**src/rtl/uart_tx_arbiter.sv**
```systemverilog
// Multi-channel 8N1 UART transmitter: round-robin grants one producer at a time,
// acks it for one cycle and shifts its byte out LSB first, gated by ClearToSend.
`timescale 1ns/1ps

module uart_tx_arbiter #(
    parameter int CLKS_PER_BIT = 868,
    parameter int NUM_CH       = 2
) (
    input  logic                  Clock,
    input  logic                  Reset_n,
    input  logic [8*NUM_CH-1:0]   Data,
    input  logic [NUM_CH-1:0]     RequestToSend,
    input  logic                  ClearToSend,
    output logic [NUM_CH-1:0]     DataReceivedOut,
    output logic                  SDO,
    output logic                  Busy
);

    localparam int CNT_W = $clog2(CLKS_PER_BIT);
    localparam int CH_W  = (NUM_CH > 1) ? $clog2(NUM_CH) : 1;

    typedef enum logic [1:0] {
        IDLE,
        START,
        DATA,
        STOP
    } state_t;

    state_t              state_q, state_d;
    logic [CNT_W-1:0]    cnt_q, cnt_d;
    logic [2:0]          idx_q, idx_d;
    logic [7:0]          shift_q, shift_d;
    logic                sdo_q, sdo_d;
    logic                busy_q, busy_d;
    logic [NUM_CH-1:0]   ack_q, ack_d;
    logic [CH_W-1:0]     last_q, last_d;

    logic [7:0]          ch_data [NUM_CH];
    logic                grant_valid;
    logic [CH_W-1:0]     grant_idx;
    logic                bit_done;

    for (genvar i = 0; i < NUM_CH; i++) begin : g_unpack
        assign ch_data[i] = Data[8*i +: 8];
    end

    assign bit_done = (cnt_q == CNT_W'(CLKS_PER_BIT - 1));

    // Search downward so the smallest offset from the last grant wins.
    always_comb begin
        grant_valid = 1'b0;
        grant_idx   = '0;
        for (int off = NUM_CH; off >= 1; off--) begin
            if (RequestToSend[CH_W'((int'(last_q) + off) % NUM_CH)]) begin
                grant_valid = 1'b1;
                grant_idx   = CH_W'((int'(last_q) + off) % NUM_CH);
            end
        end
    end

    // NOTE: every output of a combinational block gets a default first, so
    // no path leaves a signal unassigned and no latch is inferred.
    always_comb begin
        state_d = state_q;
        cnt_d   = cnt_q;
        idx_d   = idx_q;
        shift_d = shift_q;
        sdo_d   = sdo_q;
        busy_d  = busy_q;
        ack_d   = '0;
        last_d  = last_q;

        case (state_q)
            IDLE: begin
                sdo_d  = 1'b1;
                busy_d = 1'b0;
                cnt_d  = '0;
                idx_d  = '0;
                if (ClearToSend && grant_valid) begin
                    state_d          = START;
                    shift_d          = ch_data[grant_idx];
                    ack_d[grant_idx] = 1'b1;
                    last_d           = grant_idx;
                    busy_d           = 1'b1;
                    sdo_d            = 1'b0;
                end
            end

            START: begin
                if (bit_done) begin
                    state_d = DATA;
                    cnt_d   = '0;
                    sdo_d   = shift_q[0];
                end else begin
                    cnt_d = cnt_q + CNT_W'(1);
                end
            end

            DATA: begin
                if (bit_done) begin
                    cnt_d = '0;
                    if (idx_q == 3'd7) begin
                        state_d = STOP;
                        sdo_d   = 1'b1;
                    end else begin
                        idx_d   = idx_q + 3'd1;
                        shift_d = {1'b0, shift_q[7:1]};
                        sdo_d   = shift_q[1];
                    end
                end else begin
                    cnt_d = cnt_q + CNT_W'(1);
                end
            end

            STOP: begin
                if (bit_done) begin
                    state_d = IDLE;
                    cnt_d   = '0;
                    busy_d  = 1'b0;
                end else begin
                    cnt_d = cnt_q + CNT_W'(1);
                end
            end

            default: state_d = IDLE;
        endcase
    end

    // NOTE: sequential state uses non-blocking assignments so every register
    // samples the pre-edge value of the others; the async reset clears all of
    // them so an aborted frame can never resume.
    always_ff @(posedge Clock or negedge Reset_n) begin
        if (!Reset_n) begin
            state_q <= IDLE;
            cnt_q   <= '0;
            idx_q   <= '0;
            shift_q <= '0;
            sdo_q   <= 1'b1;
            busy_q  <= 1'b0;
            ack_q   <= '0;
            last_q  <= CH_W'(NUM_CH - 1);
        end else begin
            state_q <= state_d;
            cnt_q   <= cnt_d;
            idx_q   <= idx_d;
            shift_q <= shift_d;
            sdo_q   <= sdo_d;
            busy_q  <= busy_d;
            ack_q   <= ack_d;
            last_q  <= last_d;
        end
    end

    assign SDO             = sdo_q;
    assign Busy            = busy_q;
    assign DataReceivedOut = ack_q;

endmodule
```
**config.mk**
```make
export PLATFORM = sky130hd
export DESIGN_NAME = uart_tx_arbiter
export DESIGN_NICKNAME = d
export VERILOG_FILES = /design/src/rtl/uart_tx_arbiter.sv
export SDC_FILE = /design/constraint.sdc
export NUM_CORES = 1
export LEC_CHECK = 0
export CAP_MARGIN = 25
export CELL_PAD_IN_SITES_DETAIL_PLACEMENT = 0
export CELL_PAD_IN_SITES_GLOBAL_PLACEMENT = 2
export CORE_ASPECT_RATIO = 0.7
export CORE_MARGIN = 5
export CORE_UTILIZATION = 36
export DETAILED_ROUTE_END_ITERATION = 8
export GPL_TIMING_DRIVEN = 0
export PLACE_DENSITY_LB_ADDON = 0.2
export REMOVE_ABC_BUFFERS = 1
export SLEW_MARGIN = 25
export SYNTH_ARGS = -nofsm -noshare
export SYNTH_HDL_FRONTEND = slang
export SYNTH_SLANG_ARGS = --single-unit
```
**constraint.sdc**
```tcl
create_clock -name Clock -period 5.8 [get_ports Clock]
set_input_delay 1.16 -clock Clock [delete_from_list [all_inputs] [get_ports Clock]]
set_output_delay 1.16 -clock Clock [all_outputs]
set_load 0.1 [all_outputs]
```
==> results of run 1 <==
## how the worst min path moves through the flow
| stage | cells after the start | endpoint | start |
|---|---|---|---|
| 4_1_cts | 1 | cnt_q[0]$_DFF_PN0_ | cnt_q[0]$_DFF_PN0_ |
| 3_3_place_gp | 1 | cnt_q[0]$_DFF_PN0_ | cnt_q[0]$_DFF_PN0_ |
| 5_1_grt | 1 | cnt_q[0]$_DFF_PN0_ | cnt_q[0]$_DFF_PN0_ |
| 3_5_place_dp | 1 | cnt_q[0]$_DFF_PN0_ | cnt_q[0]$_DFF_PN0_ |
| 2_1_floorplan | 1 | cnt_q[0]$_DFF_PN0_ | cnt_q[0]$_DFF_PN0_ |
| 6_report | 1 | cnt_q[0]$_DFF_PN0_ | cnt_q[0]$_DFF_PN0_ |
## state kept, by name, summed over array words and instances, names as in the netlist
register,cells
shift_q,8
idx_q,3
DataReceivedOut,2
last_q,1
Busy,1
SDO,1
state_q,2
cnt_q,10
## cell families after synthesis
| logic type | Yosys count |
|---|---|
| AO/OA/AOI/OAI | 17 |
| buffers and inverters | 10 |
| AND/OR/NAND/NOR | 53 |
| XOR/XNOR | 10 |
| adder cells (fa/ha/maj) | 8 |
| flip-flops | 28 |
| multiplexers | 21 |
## power by group through the flow
stage	logic, uW	registers (uW)	clock network (uW)
after global placement	28.7	200	0
after CTS	29.0	196	159
final	28.2	196	153
after floorplan	7.29	203	0
after detailed placement	28.9	200	0
after global routing	31.2	196	170
## layer usage
metal  track usage (%)  part of all wire, %
met4              2.30                 0.57
met5                 0                    0
met3              3.54                  4.4
met1              16.4                   49
met2              17.9                   46
## placed cells by master (no fill, tap or decap), types with 2 or more instances in the layout
cell / netlist / final
dfrtp_1: 26 / 26
nor2_1: 26 / 26
clkdlybuf4s50_1: 0 / 22
mux2i_1: 11 / 11
mux2_2: 10 / 10
nand2_1: 8 / 8
xnor2_1: 8 / 8
ha_1: 8 / 8
a21oi_1: 7 / 7
inv_1: 6 / 6
o21ai_0: 6 / 6
nand3_1: 4 / 4
nor3_1: 3 / 3
clkbuf_8: 0 / 3
dfstp_2: 2 / 2
xor2_1: 2 / 2
nor4_1: 2 / 2
## final cells by class
class,count,area (sq um)
Sequential cell,28,703
Multi-Input combinational cell,109,779
Clock buffer,3,41.3
Inverter,7,26.3
Tap cell,52,65.1
Timing Repair Buffer,23,225
Clock inverter,1,30.0
Fill cell,376,2120
## per-stage QoR
step / cell area [sq um] / utilization [%]
global route: 1870 / 46.8
detailed placement: 1800 / 45.1
global placement: 1800 / 45.2
CTS: 1870 / 46.8
floorplan: 1510 / -
finish: 1870 / 46.8
==> flow_summary.yaml, run 1 <==
sta:
  finalMaxSlewViolations: 0
  period_minus_slack_ps: 3100
  clock_skew_ps: 4.54
  achievable-frequency_ghz: 0.322
  report.final.hold_viol_count: 0
  grt_setup_unrepaired: "no"
  layout_setup_ws_ps: 2700
  fin_tns_setup_ps: 0
  worst_slew_pin_slew_ps: 967
  timing.final.setup_violations: 0
  slew_headroom_pct: 35.3
  min_period_over_period_pct: 53.5
  hold_ws_ps: 463
worst_setup_path:
  crit_family: "buffers and inverters"
  crit_required_ps: 4640
  internal_reg_to_reg_setup_slack_ps: 3480
  path_max_fanout: 2
  startpoint_type: "flop"
  crit_path_cells: "clkdlybuf4s50_1"
  instance_count_on_the_critical_path: 1
  worst_r2r_path_depth: 5
  timing.rr.start: "state_q[0]$_DFFE_PN0P_"
  r2r_end: "state_q[1]$_DFFE_PN0P_"
  worst_ep_arrival_time_ps: 1940
  max_stage_delay_ps: 1130
  slowest_stage: "clkdlybuf4s50_1"
  worst_setup_ep: "SDO"
  end_kind: "output pin"
  timing.critical_path.from: "SDO$_DFFE_PN1P_"
  worstPathBufferInverterCount: 1
  criticalPathCategory: "flop to output pin"
clock_tree:
  holdBufCountCts: 0
  post_cts.repair.setup_buffers: 0
  cts.clk_slew.worst_paths_ps: 100
  tritoncts: "done"
  clock-root-buffer: "clkbuf_8"
  clock-sinks: 28
  htree_levels: 1
  clockBufferDepth: 2
  numCtsBuffers: 3
  clk_latency_ps: 270
  postCtsResizedCells: 0
power:
  ir_drop_mv: 0.0908
  p_int_uw: 304
  seq_power_share_pct: 52.0
  switching_share_pct: 19.3
  power_density_over_the_cells_mw_per_mm2: 201
  p_clk_share_pct: 40.5
  overall_power_uw: 377
  power.leakage_uw: 0.000829
  pwr-share-comb_pct: 7.5
  switching_power_uw: 72.9
worst_hold_path:
  min_path_type: "flop to flop"
synthesis:
  synth-async-reset-ratio_pct: 100
  synth_xor_xnor_area_share_pct: 5.75
  ys.flop_type: "dfrtp_1"
  synth_top_family_by_area: "simple AND/OR/NAND/NOR gates"
  synth.ff_latch_count: 28
  yosys-top-cells-area: "dfrtp_1 (43%), mux2_2 (7.4%), mux2i_1 (7.2%), ha_1 (6.6%), nor2_1 (6.4%)"
  share_of_cell_area_taken_by_muxes_after_synthesis_pct: 14.6
  syn_area_sq_mm: 0.00152
  synth_compound_gate_area_share_pct: 6.33
  post_synth_num_cell_types: 32
  synthTopCellsByCount: "dfrtp_1 (26), nor2_1 (26), mux2i_1 (11), mux2_2 (10)"
  adder_cell_share_of_the_synthesized_area_pct: 6.57
  synthesized_area_fraction_occupied_by_and_or_nand_nor_cells_pct: 17.9
  syn_area_per_cell_sq_um: 10.4
  synth_cells: 147
  synth_top_cell_by_area: "dfrtp_1"
  synth_top_area_share_pct: 42.7
  yosysSeqAreaShare_pct: 46.2
  yosys_warnings: 0
  number_of_enable_type_register_cells_in_the_synthesized_netlist: 0
place:
  placed_cells_incl_taps: 219
  io_buffers: 23
  dpl.hpwl_um: 2310
  globalplace.congestion: 0.724
  post-place-ws_ps: 3000
global_routing:
  globalRouteTotalUtil_pct: 11.7
  grt_start_max_net_pins: 29
  wire_length_of_the_first_global_routing_pass_um: 5170
  aggregate_global_routing_overflow: 0
  grt_antenna_before_repair: 0
  vias_in_the_first_global_route: 1116
drt:
  drt_pass1_iterations: 4
  ant_nets: 0
  drcViolationCount: 0
  finalWirelength_um: 2980
  detail_route.vias_per_cell: 5.01
  drt_iter0_drc: 69
  detail_route.wl_per_cell_um: 13.3
  routed-via-count: 1117
cells_and_area:
  antenna_cells_inserted: 0
  layout-area-overhead-vs-synth_pct: 22.8
  drive_above_1_share_pct: 13.5
  fin_nets: 201
  finalNonFillerCells: 223
floorplan:
  core_area_sq_mm: 0.00399
  initial_core_util_pct: 38.1
  die_h_um: 64.4
  ios: 25
  placement_rows: 19
  width_of_the_chip_um: 87.7
  die_area_sq_mm: 0.00565
status:
  status: "completed"
run:
  timing.max_cap.violations: 0
No activity file was read; power rests on OpenSTA's default activity.
==> run 2: changes to the inputs <==
- CORE_UTILIZATION: 36 -> 30
- clock period: 5.8 -> 2.5 ns (I/O delays scaled with it)
==> flow_summary.yaml, run 2 (synthesized netlist as in run 1, its figures left out) <==
global_routing:
  wire_length_of_the_first_global_routing_pass_um: 5360
  vias_in_the_first_global_route: 1131
  grt_start_max_net_pins: 29
  grt_antenna_before_repair: 0
  globalRouteTotalUtil_pct: 10.1
  aggregate_global_routing_overflow: 0
sta:
  achievable-frequency_ghz: 0.408
  grt_setup_unrepaired: "no"
  slew_headroom_pct: 35.0
  timing.final.setup_violations: 0
  report.final.hold_viol_count: 0
  clock_skew_ps: 6.18
  fin_tns_setup_ps: 0
  period_minus_slack_ps: 2450
  min_period_over_period_pct: 98.0
  worst_slew_pin_slew_ps: 972
  finalMaxSlewViolations: 0
worst_hold_path:
  min_path_type: "primary input to asynchronous set/reset pin"
place:
  globalplace.congestion: 0.732
  dpl_cell_area_sq_mm: 0.00182
  placed_cells_incl_taps: 236
  dpl.hpwl_um: 2370
  io_buffers: 23
worst_setup_path:
  criticalPathCategory: "flop to output pin"
  worst_ep_arrival_time_ps: 1950
  end_kind: "output pin"
  slowest_stage: "clkdlybuf4s50_1"
  max_stage_delay_ps: 1130
  crit_family: "buffers and inverters"
  worstPathBufferInverterCount: 1
  crit_path_cells: "clkdlybuf4s50_1"
  path_max_fanout: 2
  crit_required_ps: 2000
  startpoint_type: "flop"
status:
  status: "completed"
drt:
  drcViolationCount: 0
  drt_iter0_drc: 43
  routed-via-count: 1089
  detail_route.wl_per_cell_um: 13.0
  detail_route.vias_per_cell: 4.54
  drt_pass1_iterations: 4
  ant_nets: 0
  finalWirelength_um: 3120
clock_tree:
  cts.clk_slew.worst_paths_ps: 100
  clk_latency_ps: 270
  clock-root-buffer: "clkbuf_8"
  htree_levels: 1
  numCtsBuffers: 3
  clock-sinks: 28
  clockBufferDepth: 2
  tritoncts: "done"
cells_and_area:
  largest_reg_flops: 10
  layout-area-overhead-vs-synth_pct: 23.4
  drive_above_1_share_pct: 14.0
  layout_top_registers: "cnt_q x10, shift_q x8, idx_q x3"
  register_with_the_most_flip_flops: "cnt_q"
  fin_nets: 201
  design_area_sq_mm: 0.00188
  finalNonFillerCells: 240
  most_frequent_cells_in_the_layout: "dfrtp_1 (26), nor2_1 (26), clkdlybuf4s50_1 (22)"
  antenna_cells_inserted: 0
floorplan:
  die_h_um: 69.6
  ios: 25
  core_area_sq_mm: 0.00483
  placement_rows: 21
  initial_core_util_pct: 31.5
  width_of_the_chip_um: 95.2
  die_area_sq_mm: 0.00662
run:
  timing.max_cap.violations: 0
power:
  power_density_over_the_cells_mw_per_mm2: 427
  ir_drop_mv: 0.197
  power.leakage_uw: 0.000822
run 2: cell types whose count changed in the layout (fill, tap and decap cells not counted), sizes merged:
cell and delta:
bufinv -1, clkbuf +1, clkinv -1, clkinvlp +1
run 2: what timing repair did:
action                                 4_1_cts  5_1_grt
gates resized for setup                      0        1
hold buffers                                 0        0
endpoints found under the hold margin        0        0
setup endpoints to repair                    0        1
setup buffers                                0        0
run 2: power breakdown:
part | internal [uW] | leakage [uW] | switching (uW) | total [uW]
Sequential | 454 | 0.000365 | 0.424 | 455
Combinational | 36.5 | 0.000429 | 28.8 | 65.3
Clock | 141 | 0.0000288 | 141 | 282
run 2: area by class of cell:
cell class / instances / area (sq um)
fillers: 491 / 2960
multi-input cells: 109 / 779
flip-flops and latches: 28 / 703
repair buffers: 23 / 225
well taps: 69 / 86.3
clock buffers: 4 / 55.1
inverters: 7 / 30.0
run 2: final timing paths:
check	slack, ps	cells after the start	end	start
hold / removal	240	1	cnt_q[7]$_DFF_PN0_	Reset_n
hold reg to reg	460	1	cnt_q[0]$_DFF_PN0_	cnt_q[0]$_DFF_PN0_
min in group Clock	460	1	cnt_q[0]$_DFF_PN0_	cnt_q[0]$_DFF_PN0_
setup reg to reg	250	5	state_q[1]$_DFFE_PN0P_	state_q[0]$_DFFE_PN0P_
setup / recovery	50	1	SDO	SDO$_DFFE_PN1P_
max in group asynchronous	1840	1	shift_q[0]$_DFFE_PN0P_	Reset_n
run 2: worst reg2reg max path, stage by stage, from the launching register on:
cell        delay (ps)
dfrtp_1            420
inv_1              130
ha_1               380
clkinvlp_4         390
o221ai_1           450
mux2_2             380
run 2: layer usage:
metal	track usage (%)	vias up	share of wire, %
li1	-	554	-
met1	14.3	519	52
met2	15.3	14	44
met3	3.15	2	3.6
met4	1.44	0	0.26
met5	0	-	0
run 2: stage by stage:
stage / total power (uW) / setup WS, ps / util [%] / hold WS (ps)
floorplan: 487 / 486 / - / 204
global placement: 531 / 227 / 37.8 / 447
detailed placement: 531 / 153 / 37.7 / 457
CTS: 820 / 33.1 / 38.8 / 269
global route: 832 / 21.4 / 38.9 / 298
finish: 802 / 50.3 / 38.9 / 241
==> run 3: changes to the inputs <==
--- a/config.mk
+++ b/config.mk
@@ -14,4 +14,5 @@
 export DETAILED_ROUTE_END_ITERATION = 8
 export GPL_TIMING_DRIVEN = 0
+export MAX_ROUTING_LAYER = met4
 export PLACE_DENSITY_LB_ADDON = 0.2
 export REMOVE_ABC_BUFFERS = 1
==> constraint.sdc (replaced) <==
create_clock -name Clock -period 2.5 [get_ports Clock]
set_input_delay 0.5 -clock Clock [delete_from_list [all_inputs] [get_ports Clock]]
set_output_delay 0.5 -clock Clock [all_outputs]
set_load 0.02 [all_outputs]
==> flow_summary.yaml, run 3 (synthesized netlist as in run 1, its figures left out) <==
global_routing:
  aggregate_global_routing_overflow: 0
  vias_in_the_first_global_route: 1130
  grt_start_max_net_pins: 29
  wire_length_of_the_first_global_routing_pass_um: 5360
  grt_antenna_before_repair: 0
  globalRouteTotalUtil_pct: 10.4
worst_setup_path:
  worst_setup_ep: "state_q[1]$_DFFE_PN0P_"
  path_max_fanout: 18
  r2r_end: "state_q[1]$_DFFE_PN0P_"
  worst_r2r_path_depth: 5
  timing.rr.start: "state_q[0]$_DFFE_PN0P_"
  startpoint_type: "flop"
  timing.critical_path.from: "state_q[0]$_DFFE_PN0P_"
  worst_ep_arrival_time_ps: 2430
  criticalPathCategory: "flop to flop"
  internal_reg_to_reg_setup_slack_ps: 250
  crit_required_ps: 2670
  end_kind: "flop"
floorplan:
  initial_core_util_pct: 31.5
  width_of_the_chip_um: 95.2
  die_h_um: 69.6
  ios: 25
  core_area_sq_mm: 0.00483
  placement_rows: 21
  die_area_sq_mm: 0.00662
sta:
  slew_headroom_pct: 56.7
  period_minus_slack_ps: 2250
  achievable-frequency_ghz: 0.444
  fin_tns_setup_ps: 0
  finalMaxSlewViolations: 0
  clock_skew_ps: 6.11
  timing.final.setup_violations: 0
  report.final.hold_viol_count: 0
  min_period_over_period_pct: 90.2
  grt_setup_unrepaired: "no"
  hold_ws_ps: 241
  worst_slew_pin_slew_ps: 649
  layout_setup_ws_ps: 246
place:
  dpl.hpwl_um: 2370
  post-place-ws_ps: 153
  globalplace.congestion: 0.741
  io_buffers: 23
clock_tree:
  clock-root-buffer: "clkbuf_8"
  tritoncts: "done"
  post_cts.repair.setup_buffers: 0
  numCtsBuffers: 3
  cts.clk_slew.worst_paths_ps: 100
  clk_latency_ps: 270
  postCtsResizedCells: 0
  clockBufferDepth: 2
  htree_levels: 1
  holdBufCountCts: 0
  clock-sinks: 28
drt:
  drt_iter0_drc: 45
  routed-via-count: 1088
  detail_route.vias_per_cell: 4.53
  ant_nets: 0
  finalWirelength_um: 3120
  top_layer_reached_by_signal_wires: "met4"
  met3RoutedLength_um: 105
  detail_route.wl_per_cell_um: 13.0
  drcViolationCount: 0
  wl_met1_um: 1620
  met2_wirelength_um: 1380
  drt_pass1_iterations: 4
power:
  switching_power_uw: 165
  power_density_over_the_cells_mw_per_mm2: 424
  p_int_uw: 632
  seq_power_share_pct: 57.0
  pwr-share-comb_pct: 7.5
  p_clk_share_pct: 35.4
  switching_share_pct: 20.7
  ir_drop_mv: 0.197
  power.leakage_uw: 0.000822
  overall_power_uw: 797
cells_and_area:
  largest_reg_flops: 10
  most_frequent_cells_in_the_layout: "dfrtp_1 (26), nor2_1 (26), clkdlybuf4s50_1 (22)"
  layout-area-overhead-vs-synth_pct: 23.4
  register_with_the_most_flip_flops: "cnt_q"
  drive_above_1_share_pct: 14.0
  core_occupancy_in_the_finished_layout_pct: 38.9
  layout_top_registers: "cnt_q x10, shift_q x8, idx_q x3"
  antenna_cells_inserted: 0
  fillCellCount: 491
  fin_nets: 201
status:
  status: "completed"
run:
  timing.max_cap.violations: 0
worst_hold_path:
  min_path_type: "primary input to asynchronous set/reset pin"
run 3: cell counts in the layout (fill, tap and decap cells not counted):
No cell type changed its count.
run 3: area by class of cell:
type / instances / area [sq um] / share of cell area [%]
multi-input cells: 109 / 779 / 41.5
flip-flops and latches: 28 / 703 / 37.4
repair buffers: 23 / 225 / 12.0
well taps: 69 / 86.3 / 4.59
clock buffers: 4 / 55.1 / 2.93
inverters: 7 / 30.0 / 1.60
run 3: worst min-delay path by stage:
stage	slack (ps)	from	to	cells after the start
after floorplan	200	Reset_n	Busy$_DFFE_PN0P_	0
after global placement	450	cnt_q[0]$_DFF_PN0_	cnt_q[0]$_DFF_PN0_	1
after detailed placement	460	cnt_q[0]$_DFF_PN0_	cnt_q[0]$_DFF_PN0_	1
after CTS	270	Reset_n	idx_q[1]$_DFFE_PN0P_	1
after global routing	300	Reset_n	cnt_q[0]$_DFF_PN0_	1
final	240	Reset_n	cnt_q[7]$_DFF_PN0_	1
run 3: power groups by stage:
stage	sequential, uW	clock [uW]	combinational [uW]
after floorplan	465	0	16.9
after global placement	463	0	61.9
after detailed placement	463	0	62.2
after CTS	455	298	62.3
after global routing	455	305	67.5
final	455	282	60.2
run 3: per-stage QoR:
step | instance area [sq um] | instances
after floorplan | 1510 | 144
after global placement | 1830 | 236
after detailed placement | 1820 | 236
after CTS | 1880 | 240
after global routing | 1880 | 240
final | 1880 | 240
run 3: worst max-delay path: stages, from the launching register on:
cell and delay (ps):
dfrtp_1 420, inv_1 130, ha_1 380, clkinvlp_4 390, o221ai_1 450, mux2_2 380
run 3: routing by layer:
| layer | up-vias | GRT usage (%) |
|---|---|---|
| li1 | 555 | - |
| met1 | 517 | 14.4 |
| met2 | 14 | 15.3 |
| met3 | 2 | 3.04 |
| met4 | 0 | 1.44 |
| met5 | - | - |
